[config.mk]
export PLATFORM = sky130hd
export DESIGN_NAME = led_mode_sequencer
export DESIGN_NICKNAME = d
export VERILOG_FILES = /design/src/rtl/led_seq_pkg.sv /design/src/rtl/led_mode_sequencer_debounce.sv /design/src/rtl/led_mode_sequencer.sv
export SDC_FILE = /design/constraint.sdc
export NUM_CORES = 1
export LEC_CHECK = 0
export CORE_MARGIN = 10
export CORE_UTILIZATION = 50
export CTS_CLUSTER_DIAMETER = 30
export DETAILED_ROUTE_END_ITERATION = 12
export HOLD_SLACK_MARGIN = 0.12
export PLACE_DENSITY = 0.71
export SLEW_MARGIN = 10
export SYNTH_ARGS = -nofsm -noshare
export SYNTH_HDL_FRONTEND = slang
export SYNTH_HIERARCHICAL = 1
export SYNTH_SLANG_ARGS = --single-unit
export TNS_END_PERCENT = 1
[constraint.sdc]
create_clock -name i_clk -period 4.5 [get_ports i_clk]
set_input_delay 0.9 -clock i_clk [delete_from_list [all_inputs] [get_ports i_clk]]
set_output_delay 0.9 -clock i_clk [all_outputs]
set_load 0.005 [all_outputs]
[src/rtl/led_seq_pkg.sv]
// Shared types and pattern helpers for the LED mode sequencer.
package led_seq_pkg;

  typedef enum logic [1:0] {
    MODE_OFF   = 2'b00,
    MODE_BLINK = 2'b01,
    MODE_CHASE = 2'b10,
    MODE_COUNT = 2'b11
  } mode_e;

  localparam logic [1:0] BLINK_ENTRY = 2'b11;
  localparam logic [1:0] CHASE_ENTRY = 2'b01;
  localparam logic [1:0] COUNT_ENTRY = 2'b00;

  // Pattern shown on the edge a mode is entered.
  function automatic logic [1:0] entry_pattern(input mode_e m);
    logic [1:0] p;
    p = 2'b00;
    case (m)
      MODE_BLINK: p = BLINK_ENTRY;
      MODE_CHASE: p = CHASE_ENTRY;
      MODE_COUNT: p = COUNT_ENTRY;
      default:    p = 2'b00;
    endcase
    return p;
  endfunction

  // Pattern that follows 'led' on a prescaler step in mode 'm'.
  function automatic logic [1:0] step_pattern(input mode_e m, input logic [1:0] led);
    logic [1:0] p;
    p = 2'b00;
    case (m)
      MODE_BLINK: p = ~led;
      MODE_CHASE: p = (led == 2'b01) ? 2'b10 : 2'b01;
      MODE_COUNT: p = led + 2'b01;
      default:    p = 2'b00;
    endcase
    return p;
  endfunction

endpackage

[src/rtl/led_mode_sequencer_debounce.sv]
// Whole-vector switch debouncer: a new value is accepted only after it has
// been sampled on DEBOUNCE_CYCLES consecutive edges.
module sw_debounce #(
  parameter int W               = 2,
  parameter int DEBOUNCE_CYCLES = 16
) (
  input  logic         i_clk,
  input  logic         i_rst_n,
  input  logic [W-1:0] i_d,
  output logic [W-1:0] o_q
);

  localparam int CW = $clog2(DEBOUNCE_CYCLES);
  localparam logic [CW-1:0] DCNT_LAST = CW'(DEBOUNCE_CYCLES - 1);

  logic [W-1:0]  cand;
  logic [CW-1:0] dcnt;

  // Track the candidate value and how long it has been stable; any change restarts the run.
  always_ff @(posedge i_clk or negedge i_rst_n) begin
    if (!i_rst_n) begin
      o_q  <= '0;
      cand <= '0;
      dcnt <= '0;
    end else if (i_d == o_q) begin
      dcnt <= '0;
    end else if (i_d != cand) begin
      cand <= i_d;
      dcnt <= CW'(1);
    end else if (dcnt == DCNT_LAST) begin
      o_q  <= i_d;
      dcnt <= '0;
    end else begin
      dcnt <= dcnt + CW'(1);
    end
  end

endmodule

[src/rtl/led_mode_sequencer.sv]
// LED mode sequencer: debounced 2-bit switch selects off/blink/chase/count,
// and a prescaler steps the selected pattern every TICK_CYCLES clocks.
module led_mode_sequencer
  import led_seq_pkg::*;
#(
  parameter int DEBOUNCE_CYCLES = 16,
  parameter int TICK_CYCLES     = 50
) (
  input  logic       i_clk,
  input  logic       i_rst_n,
  input  logic [1:0] i_sw,
  output logic [1:0] o_led,
  output logic [1:0] o_mode,
  output logic       o_tick
);

  localparam int PW = $clog2(TICK_CYCLES);
  localparam logic [PW-1:0] PCNT_LAST = PW'(TICK_CYCLES - 1);

  logic [1:0]    sw_db;
  mode_e         state, next_state;
  logic [1:0]    led_next;
  logic [PW-1:0] pcnt, pcnt_next;
  logic          tick_next;

  sw_debounce #(
    .W               (2),
    .DEBOUNCE_CYCLES (DEBOUNCE_CYCLES)
  ) u_debounce (
    .i_clk   (i_clk),
    .i_rst_n (i_rst_n),
    .i_d     (i_sw),
    .o_q     (sw_db)
  );

  assign o_mode = state;

  // Mode change wins over a prescaler wrap; OFF holds everything at zero.
  always_comb begin
    next_state = state;
    led_next   = o_led;
    pcnt_next  = pcnt;
    tick_next  = 1'b0;
    if (sw_db != state) begin
      next_state = mode_e'(sw_db);
      led_next   = entry_pattern(mode_e'(sw_db));
      pcnt_next  = '0;
    end else if (state == MODE_OFF) begin
      led_next  = 2'b00;
      pcnt_next = '0;
    end else if (pcnt == PCNT_LAST) begin
      pcnt_next = '0;
      tick_next = 1'b1;
      led_next  = step_pattern(state, o_led);
    end else begin
      pcnt_next = pcnt + PW'(1);
    end
  end

  // Register mode, pattern, prescaler and tick pulse.
  always_ff @(posedge i_clk or negedge i_rst_n) begin
    if (!i_rst_n) begin
      state  <= MODE_OFF;
      o_led  <= 2'b00;
      pcnt   <= '0;
      o_tick <= 1'b0;
    end else begin
      state  <= next_state;
      o_led  <= led_next;
      pcnt   <= pcnt_next;
      o_tick <= tick_next;
    end
  end

endmodule

==> results.json <==
{
  "status": "complete, no violations",
  "min_period_over_period_pct": 48.6,
  "worstPathMaxFanout": 6,
  "critPathTopFamily": "buffers and inverters",
  "synth_cell_types": 29,
  "syn_area_sq_um": 1010,
  "setup_tns_ns": 0,
  "grt_pass1_vias": 667,
  "synth_cells": 89,
  "ir_drop_v": 0.000182,
  "ys_seq_area_share_pct": 47.2,
  "finalInstanceArea_sq_um": 1130,
  "clkTransAtPathRegs_ns": 0.11,
  "regToRegSetupSlack_ns": 2.81,
  "numCtsBuffers": 3,
  "drc": 0,
  "drtPass1Iterations": 3,
  "worstReg2RegStart": "u_debounce/o_q[1]$_DFFE_PN0P_",
  "rows": 16,
  "hold_class": "reg -> reg",
  "critPathRequiredTime_ns": 3.60,
  "grt_max_degree": 20,
  "die_h_um": 64.9,
  "drt_iter0_drc": 23,
  "synth_area_per_cell_sq_um": 11.3,
  "place_hpwl_um": 1240,
  "worst-path-stages": 1,
  "fp.dieW_um": 64.9,
  "drive_gt1_share_pct": 9.18,
  "nFillCells": 188,
  "dpl_worst_slack_ns": 2.07,
  "slew-limit-headroom_pct": 43.8,
  "synth.top_cell.area_share_pct": 47.2,
  "grt_overflow": 0,
  "cts_sinks": 19,
  "cpPeakStageDelay_ns": 0.54,
  "viasPerCell": 5.17,
  "hold_slack_ns": 0.521,
  "syn2layout_area_growth_pct": 12.4,
  "finalSetupViolCount": 0,
  "grt_setup_unrepaired": "false",
  "power.switching_mw": 0.0875,
  "setup_ws_ns": 2.31,
  "start_util_pct": 51.9,
  "vias": 646,
  "cp-end-kind": "output pin",
  "num_io_pins": 9,
  "powerDensity_nw_per_um2": 286,
  "cts_resized": 0,
  "cts_tree": "done",
  "postRouteAntennaNets": 0,
  "portBuffers": 8,
  "antenna-diode-count": 0,
  "path_cells": "clkdlybuf4s50_1",
  "skew_ns": 0.00829,
  "p_clk_share_pct": 26.9,
  "synth_top_area_cell": "dfrtp_1",
  "power_leakage_nw": 0.486,
  "critPathBufInv": 1,
  "cap_violations": 0,
  "cp.arrival_ns": 1.29,
  "cts_setup_buffers": 0,
  "power_mw": 0.324,
  "worst_r2r_path_depth": 4,
  "cts.path.max_buffers": 2,
  "drt-wirelength-per-cell_um": 12.8,
  "ys.warnings.count": 6,
  "cts_root_buf": "clkbuf_4",
  "r2r-end": "o_led[0]$_DFFE_PN0P_",
  "critPathLaunchType": "flop",
  "dieArea_sq_um": 4210,
  "clk_latency_ns": 0.30,
  "grt_usage_pct": 8.50,
  "tightest_slew_ns": 0.841,
  "switching_share_pct": 27.0,
  "postCtsHoldBufs": 0,
  "routed_wl_um": 1600,
  "maxClockFrequency_mhz": 458,
  "path_class": "reg -> out",
  "cp-endpoint": "o_mode[0]",
  "slew_viol_final": 0,
  "synth-seq-cells": 19,
  "htreeDepth": 1,
  "core_sq_um": 1940,
  "syn-num-nets": 98,
  "hold_viol": 0,
  "crit_path_start": "o_mode[0]$_DFFE_PN0N_",
  "fin_crit_ns": 2.19,
  "antenna_found_initial": 0,
  "final_nets": 108,
  "ys_top_cells_by_area": "dfrtp_1, ha_1, xor2_1",
  "grt_pass1_wl_um": 2860,
  "place_area_sq_um": 1100,
  "p_int_mw": 0.237,
  "pwr-share-seq_pct": 58.3,
  "pwr-share-comb_pct": 14.8,
  "place_congestion": 0.730,
  "crit_slowest_cell": "clkdlybuf4s50_1"
}
==> placed cells by master (no fill, tap or decap) <==
master / n
dfrtp_1: 19
xor2_1: 7
mux2i_1: 2
nand2_1: 3
nor3b_1: 1
nand3_1: 3
nor3_1: 1
o2bb2a_4: 1
nand4_1: 1
xnor2_1: 5
o21bai_1: 1
ha_1: 5
a2bb2oi_1: 1
mux2_4: 1
a31oi_1: 2
clkbuf_4: 3
nor2b_1: 1
nor2_1: 12
clkdlybuf4s50_1: 8
and2b_2: 2
a211oi_1: 1
inv_1: 4
a41o_1: 1
clkinvlp_4: 1
a22o_1: 1
mux2_1: 4
a2111oi_4: 1
and2_1: 3
o21ai_0: 1
a21oi_1: 2
==> how the worst min path moves through the flow <==
stage | start | endpoint | cells past startpoint
after global routing | u_debounce/o_q[0]$_DFFE_PN0P_ | o_mode[0]$_DFFE_PN0N_ | 0
after floorplan | pcnt[0]$_DFF_PN0_ | pcnt[0]$_DFF_PN0_ | 1
after CTS | pcnt[0]$_DFF_PN0_ | pcnt[0]$_DFF_PN0_ | 1
final | pcnt[0]$_DFF_PN0_ | pcnt[0]$_DFF_PN0_ | 1
after global placement | pcnt[0]$_DFF_PN0_ | pcnt[0]$_DFF_PN0_ | 1
after detailed placement | u_debounce/cand[0]$_DFFE_PN0P_ | u_debounce/cand[0]$_DFFE_PN0P_ | 1
==> Yosys cell counts, drive strengths merged <==
master	count
mux2i	2
nor2	12
o2bb2a	1
a22o	1
xnor2	5
ha	5
o21ai	1
nor3	1
clkbuf	2
a211oi	1
and2b	2
a31oi	2
inv	4
a2111oi	1
a41o	1
nand2	3
nor2b	1
xor2	7
nand3	3
nor3b	1
a21oi	2
and2	3
a2bb2oi	1
dfrtp	19
nand4	1
o21bai	1
mux2	5
buf	1
==> per-stage QoR <==
step	util [%]	cells
after CTS	58.3	125
after detailed placement	56.8	121
after floorplan	-	89
after global routing	58.3	125
final	58.3	125
after global placement	56.8	121
==> state kept, by name (all words and copies together), names as in the netlist <==
signal,cells
o_led,2
pcnt,6
u_debounce/o_q,2
u_debounce/cand,2
o_mode,2
u_debounce/dcnt,4
o_tick,1
==> power groups by stage <==
| stage | Clock (mW) | Combinational [mW] | Sequential [mW] |
|---|---|---|---|
| floorplan | 0 | 0.0324 | 0.190 |
| global placement | 0 | 0.0474 | 0.192 |
| detailed placement | 0 | 0.0488 | 0.192 |
| CTS | 0.0939 | 0.0493 | 0.189 |
| global route | 0.101 | 0.0540 | 0.190 |
| finish | 0.0873 | 0.0479 | 0.189 |
==> metal layers <==
layer  share of wire, %  GRT usage (%)  up-vias
met5                  0              0        -
met3                2.8           2.92        4
met2                 49           14.2        7
met4                1.9           4.55        0
li1                   -              -      322
met1                 46           9.30      313
==> area by class of cell <==
class / instances / area, sq um / share of cell area (%)
repair buffers: 8 / 80.1 / 7.07
inverters: 4 / 15.0 / 1.33
flip-flops and latches: 19 / 475 / 42.0
multi-input cells: 63 / 498 / 44.0
clock buffers: 3 / 22.5 / 1.99
clock inverters: 1 / 7.51 / 0.663
well taps: 27 / 33.8 / 2.98
==> cell families after synthesis <==
kind of cell | count (synthesis) | synth area share, %
compound gates | 12 | 11.7
xor+xnor | 12 | 10.4
fa+ha+maj | 5 | 6.21
buf+inv | 7 | 3.35
flops | 19 | 47.2
mux | 7 | 7.95
simple gates | 27 | 13.2
Note: power is estimated with default switching activity, not from simulation.
